[config.mk]
export PLATFORM = sky130hd
export DESIGN_NAME = rocc_cmd_issuer
export DESIGN_NICKNAME = d
export VERILOG_FILES = /design/src/rtl/rocc_cmd_issuer.sv
export SDC_FILE = /design/constraint.sdc
export NUM_CORES = 1
export LEC_CHECK = 0
export CAP_MARGIN = 0
export CORE_AREA = 2 2 212 214
export CTS_BUF_LIST = sky130_fd_sc_hd__clkbuf_8
export CTS_CLUSTER_DIAMETER = 200
export CTS_CLUSTER_SIZE = 10
export DETAILED_ROUTE_END_ITERATION = 10
export DIE_AREA = 0 0 214 216
export PLACE_DENSITY = 0.67
export REMOVE_ABC_BUFFERS = 1
export SYNTH_ARGS = -nofsm -noshare
export SYNTH_HDL_FRONTEND = slang
export SYNTH_SLANG_ARGS = --single-unit
export TNS_END_PERCENT = 30
[constraint.sdc]
create_clock -name clk -period 1.6 [get_ports clk]
set_input_delay 0.24 -clock clk [delete_from_list [all_inputs] [get_ports clk]]
set_output_delay 0.24 -clock clk [all_outputs]
set_load 0.05 [all_outputs]
[src/rtl/rocc_cmd_issuer.sv]
// Host-side issuer for the 160b cmd / 74b resp accelerator link: packs one custom instruction,
// issues it, optionally waits for the matching response and presents it as a writeback.
module rocc_cmd_issuer #(
  parameter int P_TIMEOUT   = 1024,
  parameter int P_CNT_NBITS = 32
) (
  input  logic                   clk,
  input  logic                   rst,
  input  logic                   req_vld,
  output logic                   req_rdy,
  input  logic [31:0]            req_inst,
  input  logic [63:0]            req_rs1_data,
  input  logic [63:0]            req_rs2_data,
  output logic [159:0]           cmd,
  output logic                   cmd_vld,
  input  logic                   cmd_rdy,
  input  logic [73:0]            resp,
  input  logic                   resp_vld,
  output logic                   resp_rdy,
  output logic                   wb_vld,
  input  logic                   wb_rdy,
  output logic [4:0]             wb_rd,
  output logic [63:0]            wb_data,
  output logic                   busy,
  input  logic                   err_clr,
  output logic                   err_timeout,
  output logic                   err_rd_mismatch,
  output logic                   err_stray,
  output logic [P_CNT_NBITS-1:0] cnt_issued,
  output logic [P_CNT_NBITS-1:0] cnt_retired
);

  typedef enum logic [1:0] {S_IDLE, S_SEND, S_WAIT_RESP, S_WB} state_t;

  localparam int TW = (P_TIMEOUT > 2) ? $clog2(P_TIMEOUT) : 1;
  localparam logic [TW-1:0] TIMER_LAST = TW'(P_TIMEOUT - 1);

  state_t                 state_reg, state_next;
  logic [TW-1:0]          timer_reg, timer_next;
  logic [159:0]           cmd_reg, cmd_next;
  logic [4:0]             wb_rd_reg, wb_rd_next;
  logic [63:0]            wb_data_reg, wb_data_next;
  logic                   timeout_reg, mismatch_reg, stray_reg;
  logic [P_CNT_NBITS-1:0] issued_reg, retired_reg;

  logic req_go, cmd_go, resp_go, wb_go;
  logic timeout_evt, mismatch_evt, stray_evt, retire_evt;

  // Status bits of the response carry no meaning for the issuer.
  logic unused_resp_status;
  assign unused_resp_status = ^resp[4:0];

  assign req_rdy  = (state_reg == S_IDLE);
  assign cmd_vld  = (state_reg == S_SEND);
  assign resp_rdy = (state_reg == S_IDLE) || (state_reg == S_WAIT_RESP);
  assign wb_vld   = (state_reg == S_WB);
  assign busy     = (state_reg != S_IDLE);

  assign req_go  = req_vld && req_rdy;
  assign cmd_go  = cmd_vld && cmd_rdy;
  assign resp_go = resp_vld && resp_rdy;
  assign wb_go   = wb_vld && wb_rdy;

  assign cmd             = cmd_reg;
  assign wb_rd           = wb_rd_reg;
  assign wb_data         = wb_data_reg;
  assign err_timeout     = timeout_reg;
  assign err_rd_mismatch = mismatch_reg;
  assign err_stray       = stray_reg;
  assign cnt_issued      = issued_reg;
  assign cnt_retired     = retired_reg;

  always_comb begin
    state_next   = state_reg;
    timer_next   = timer_reg;
    cmd_next     = cmd_reg;
    wb_rd_next   = wb_rd_reg;
    wb_data_next = wb_data_reg;
    timeout_evt  = 1'b0;
    mismatch_evt = 1'b0;
    stray_evt    = 1'b0;
    retire_evt   = 1'b0;
    case (state_reg)
      S_IDLE: begin
        stray_evt = resp_go;
        if (req_go) begin
          cmd_next   = {req_rs2_data, req_rs1_data, req_inst};
          state_next = S_SEND;
        end
      end
      S_SEND: begin
        if (cmd_go) begin
          // inst bit 17 is xd: only then does the accelerator answer.
          if (cmd_reg[17]) begin
            timer_next = '0;
            state_next = S_WAIT_RESP;
          end else begin
            retire_evt = 1'b1;
            state_next = S_IDLE;
          end
        end
      end
      S_WAIT_RESP: begin
        timer_next = timer_reg + 1'b1;
        if (resp_go) begin
          wb_rd_next   = resp[9:5];
          wb_data_next = resp[73:10];
          mismatch_evt = (resp[9:5] != cmd_reg[24:20]);
          state_next   = S_WB;
        end else if (timer_reg == TIMER_LAST) begin
          timeout_evt = 1'b1;
          state_next  = S_IDLE;
        end
      end
      S_WB: begin
        if (wb_go) begin
          retire_evt = 1'b1;
          state_next = S_IDLE;
        end
      end
      default: state_next = S_IDLE;
    endcase
  end

  always_ff @(posedge clk) begin
    if (rst) begin
      state_reg    <= S_IDLE;
      timer_reg    <= '0;
      cmd_reg      <= '0;
      wb_rd_reg    <= '0;
      wb_data_reg  <= '0;
      timeout_reg  <= 1'b0;
      mismatch_reg <= 1'b0;
      stray_reg    <= 1'b0;
      issued_reg   <= '0;
      retired_reg  <= '0;
    end else begin
      state_reg    <= state_next;
      timer_reg    <= timer_next;
      cmd_reg      <= cmd_next;
      wb_rd_reg    <= wb_rd_next;
      wb_data_reg  <= wb_data_next;
      // A set event in the clearing cycle keeps the flag high.
      timeout_reg  <= timeout_evt  || (timeout_reg  && !err_clr);
      mismatch_reg <= mismatch_evt || (mismatch_reg && !err_clr);
      stray_reg    <= stray_evt    || (stray_reg    && !err_clr);
      if (cmd_go)     issued_reg  <= issued_reg + 1'b1;
      if (retire_evt) retired_reg <= retired_reg + 1'b1;
    end
  end

endmodule

==> run_results.csv <==
group,metric,value,unit
synth,synth_cells,1475,
synth,yosysWarningCount,0,
timing,layout_worst_path_cycle_share,1.130,
drt,drt_iter0_markers,552,
timing,slew_headroom,0.6884,
cells_and_area,mostFrequentLayoutCell,"nand2_1",
grt,grt_use_total,0.1886,
cells_and_area,layout_common_cells,"nand2_1, buf_4, dfxtp_1, clkdlybuf4s50_1, a21oi_1",
synth,syn-cell-area,11840,um2
synth,synth_top_area_frac,0.5206,
grt,grt_max_degree,74,
drt,drc,0,
timing,slew_violations,0,
clocking,cts_tree,"done",
drt,drtPass1Iterations,5,
status,violations,"setup timing",
clocking,clk_pin_slew,70,ps
timing,skew,16.23,ps
drt,final_antenna_net_count,0,
placement,dp_hpwl,34160,um
floorplanning,fp.dieH,216,um
min_path,hold_path.class,"in -> reg",
synth,synth_top_area_cell,"dfxtp_1",
floorplanning,num_rows,77,
clocking,cts.htree.levels,2,
drt,avgRoutedWirePerCell,17.31,um
timing,hold_viol_final,0,
timing,fmax,552.9,MHz
synth,synth.distinct_cells,46,
worst_setup_path,crit_chain,"buf_6 > and4bb_2 > o211ai_1 > buf_4 > nor3_2 > mux2_2",
power,p_per_area,956.3,nW/um2
drt,via_per_inst,4.741,
grt,grt_pass1_vias,12740,
synth,ys.flop_type,"dfxtp_1",
power,p_leak,8.103,nW
worst_setup_path,arrival,2260,ps
floorplanning,die_area,46220,um2
timing,final.setup.worst_slack,-208.6,ps
synth,synthArstFlopShare,0,
timing,setup_violations,177,
timing,whs,71.44,ps
cells_and_area,drive_above_1_share,0.3465,
floorplanning,core_area,43840,um2
floorplanning,ios,542,
grt,grt_pass1_wl,69820,um
drt,wl,47520,um
min_path,hp-start,"rst",
status,status,"finished with violations",
worst_setup_path,cp.required,2050,ps
job,max_cap_violations,0,
placement,gp_congestion,0.8723,
timing,worst_pin_slew,467.4,ps
timing,fin_crit,1809,ps
floorplanning,start_util,0.2702,
worst_setup_path,cp-start-kind,"register",
clocking,cts_root_buffer,"clkbuf_8",
cells_and_area,syn_to_final_growth,72.08,%
worst_setup_path,startpoint,"state_reg[0]",
synth,synth-edff-count,0,
drt,vias,13020,
placement,portBuffers,536,
synth,yosys-top-cells-area,"dfxtp_1, nand2_1, a21oi_1",
worst_setup_path,crit_path_max_incr_delay,370,ps
power,max-vdd-ir-drop,678.0,uV
worst_setup_path,timing_worst_setup_path_type,"reg -> reg",
synth,synth_seq_cells,308,
clocking,clock_path_buffers,3,
grt,antenna_found_initial,3,
timing,rsz0062_at_grt,"true",
cells_and_area,utilization,0.4649,
clocking,numClockSinks,308,
cells_and_area,nNetsFinal,2397,
synth,yosysSeqAreaShare,0.5206,
floorplanning,die_x,214,um
clocking,numCtsBuffers,36,
grt,overflow,0,
synth,syn_avg_cell_area,8.030,um2
worst_setup_path,end_kind,"register",
worst_setup_path,cpMaxStageDelayCell,"dfxtp_4",
cells_and_area,fillers,4178,
worst_setup_path,crit_fanout,5,
cells_and_area,n_antenna_cell,0,
cells_and_area,largest_reg_flops,160,
worst_setup_path,r2r-start,"state_reg[0]",
clocking,clock_latency,570,ps
[where the power goes]
| part | leakage (nW) | switching (mW) | internal, mW |
|---|---|---|---|
| clock network | 0.273 | 2.74 | 2.11 |
| logic | 5.31 | 3.73 | 2.42 |
| registers | 2.52 | 0.317 | 8.18 |
| total | 8.10 | 6.78 | 12.7 |
[worst max-delay path: cells and delay by family, from the launching register on]
kind	cells	cell delay (ps)
flops	1	370
buf+inv	2	330
simple gates	2	430
compound gates	1	220
mux	1	350
[per-layer routing]
metal	wire length, um	up-vias	global-route usage
li1	-	6300	-
met1	18250	6171	0.2077
met2	23960	460	0.3355
met3	4084	80	0.07414
met4	1197	4	0.05315
met5	27	-	0
[path summary, 6_finish.rpt]
check                    endpoint  slack [ps]  cells past startpoint
setup / recovery  cnt_retired[25]        -210                      6
hold / removal        wb_data[48]          70                      2
setup reg to reg  cnt_retired[25]        -210                      6
hold reg to reg            cmd[4]         460                      2
[Yosys cell counts (all sizes together) (18+ instances only)]
cell type,n
nand2,488
buf,35
o21ai,18
clkbuf,65
a21oi,268
o31ai,20
nor2,48
dfxtp,308
nand3,18
nand4,19
or4,19
[cell type report]
class,count,area [um2],share of cell area
clock buffers,38,523.0,0.02566
inverters,13,51.30,0.002517
multi-input cells,1056,5922,0.2906
flip-flops and latches,308,6202,0.3043
well taps,592,740.7,0.03634
repair buffers,738,6942,0.3406
[what timing repair did]
| item | in CTS | in global routing |
|---|---|---|
| hold buffers | 0 | 0 |
| setup endpoints to repair | 267 | 220 |
| gates resized for setup | 94 | 161 |
| pin swaps | 31 | 31 |
| gates cloned | 3 | 6 |
| buffers inserted | 15 | 6 |
[logic make-up after synthesis]
kind of cell	after synthesis	share of synthesized area
simple gates	683	0.2541
fa+ha+maj	3	0.003170
flops	308	0.5206
buf+inv	113	0.03930
mux	19	0.01785
xor+xnor	23	0.01701
compound gates	326	0.1480
[through the flow]
step	power, mW	TNS, ps	setup slack, ps	cells	area, um2
floorplan	11.61	-564400	-2746	1375	11430
global placement	14.28	-37340	-650.0	2679	18550
detailed placement	14.34	-40700	-661.7	2679	18550
CTS	19.52	-10120	-243.3	2734	19580
global route	20.48	-30700	-240.8	2745	20380
finish	19.49	-14020	-208.6	2745	20380
Note: power is estimated with default switching activity, not from simulation.
==> edit, RTL diff (config.mk and constraints unchanged) <==
Make the reset (`rst`) asynchronous in one clocked block.
--- a/src/rtl/rocc_cmd_issuer.sv
+++ b/src/rtl/rocc_cmd_issuer.sv
@@ -122,7 +122,7 @@
     endcase
   end
 
-  always_ff @(posedge clk) begin
+  always_ff @(posedge clk or posedge rst) begin
     if (rst) begin
       state_reg    <= S_IDLE;
       timer_reg    <= '0;
Behaviour: differs if rst is asserted again (counterexample within 4 cycles, from zero or initial values and one cycle with rst high); with rst held inactive, the same outputs for 4 cycles.
==> edit against the original RTL <==
Wire length fell by 14%. Critical path type unchanged. Global-route usage fell by 2.2 points. Design area rose by 3.7%. Sequential cell count did not move. Synthesized area rose by 4.3%. Setup slack improved by 36 ps. The run still ends with setup timing left.
Power is not compared: it rests on default switching activity, and its combinational part moved more than twofold at a synthesized area within 25%.
==> edit: results <==
group,metric,value,unit
synth,ys_top_cells_by_area,"dfrtp_1 62%, mux2_2 21%, xnor2_1 3.3%",
critical_path,reg2reg_to,"cnt_retired[25]$_DFFE_PP0P_",
synth,yosys-top-cells-count,"308 x dfrtp_1, 230 x mux2_2, 47 x xnor2_1",
grt,grt_max_degree,40,
synth,synth-compound-area-share,0.780,%
layout,utilization,48.2,%
synth,synth_adder_area_share,0.304,%
synth,syn_avg_cell_area,14.6,um^2
layout,final.fill_count,3824,
synth,muxShareOfSynthArea,21.2,%
synth,async_flop_share,100,%
synth,synth_seq_area_share,62.4,%
grt,antenna_found_initial,1,
timing,worst_pin_slew,468,ps
power_and_ir_drop,p_total,44.7,mW
critical_path,slowest_delay,450,ps
synth,yosysMostFrequentCell,"dfrtp_1",
detailed_routing,first_pass_iters,4,
layout,fin_nets,1772,
grt,grt_pass1_vias,10425,
critical_path,r2r_cells,7,
detailed_routing,wl_per_cell,19.4,um
timing,fin_ws,-173,ps
clock_tree,cts_setup_buffers,12,
status,outcome,"complete, but fails checks",
place,io_buffers,536,
place,dp_hpwl,29.2,mm
critical_path,cp_max_fo,14,
timing,finClkSkew,18.2,ps
min_path,hp-class,"input pin to async pin",
grt,globalRouteTotalUtil,16.7,%
synth,synth_cell_type_count,44,
status,violations,"setup timing",
timing,setup_tns,-17780,ps
grt,grt_pass1_wl,61.0,mm
timing,whs,104,ps
synth,ys.flop_type,"dfrtp_1",
critical_path,critical_path_arrival,2260,ps
timing,setup_viol,255,
critical_path,slowest_stage,"dfrtp_2",
critical_path,crit_start,"state_reg[1]$_DFFE_PP0P_",
place,place_ws,-416,ps
synth,synthXorXnorAreaFrac,5.32,%
detailed_routing,route.vias.total,9553,
place,place.gp.congestion,0.812,
place,dp_cells,2040,
clock_tree,post_cts_resized,120,
place,place_area,18800,um^2
layout,drive_gt1_share,50.6,%
[edit: kinds of logic (layout without fill, tap and decap cells)]
logic type	Yosys count	in the layout
AO/OA/AOI/OAI	11	11
XOR/XNOR	75	75
adder cells (fa/ha/maj)	3	3
buffers and inverters	50	733
flip-flops	308	308
multiplexers	231	231
other	0	1
AND/OR/NAND/NOR	167	167
[edit: layout make-up]
class                           count  share of cell area (%)
Inverter                           14                   0.332
Antenna cell                        1                  0.0118
Clock buffer                       38                    2.48
Timing Repair Buffer              681                    32.2
Sequential cell                   308                    36.5
Multi-Input combinational cell    487                    25.0
Tap cell                          592                    3.51
[edit: metal layers]
layer | share of wire (%) | global-route usage [%] | up-vias
met3 | 6.7 | 4.48 | 69
met1 | 40 | 19.7 | 4822
met2 | 50 | 29.0 | 349
met5 | 0 | 0 | -
met4 | 2.8 | 6.25 | 0
li1 | - | - | 4313
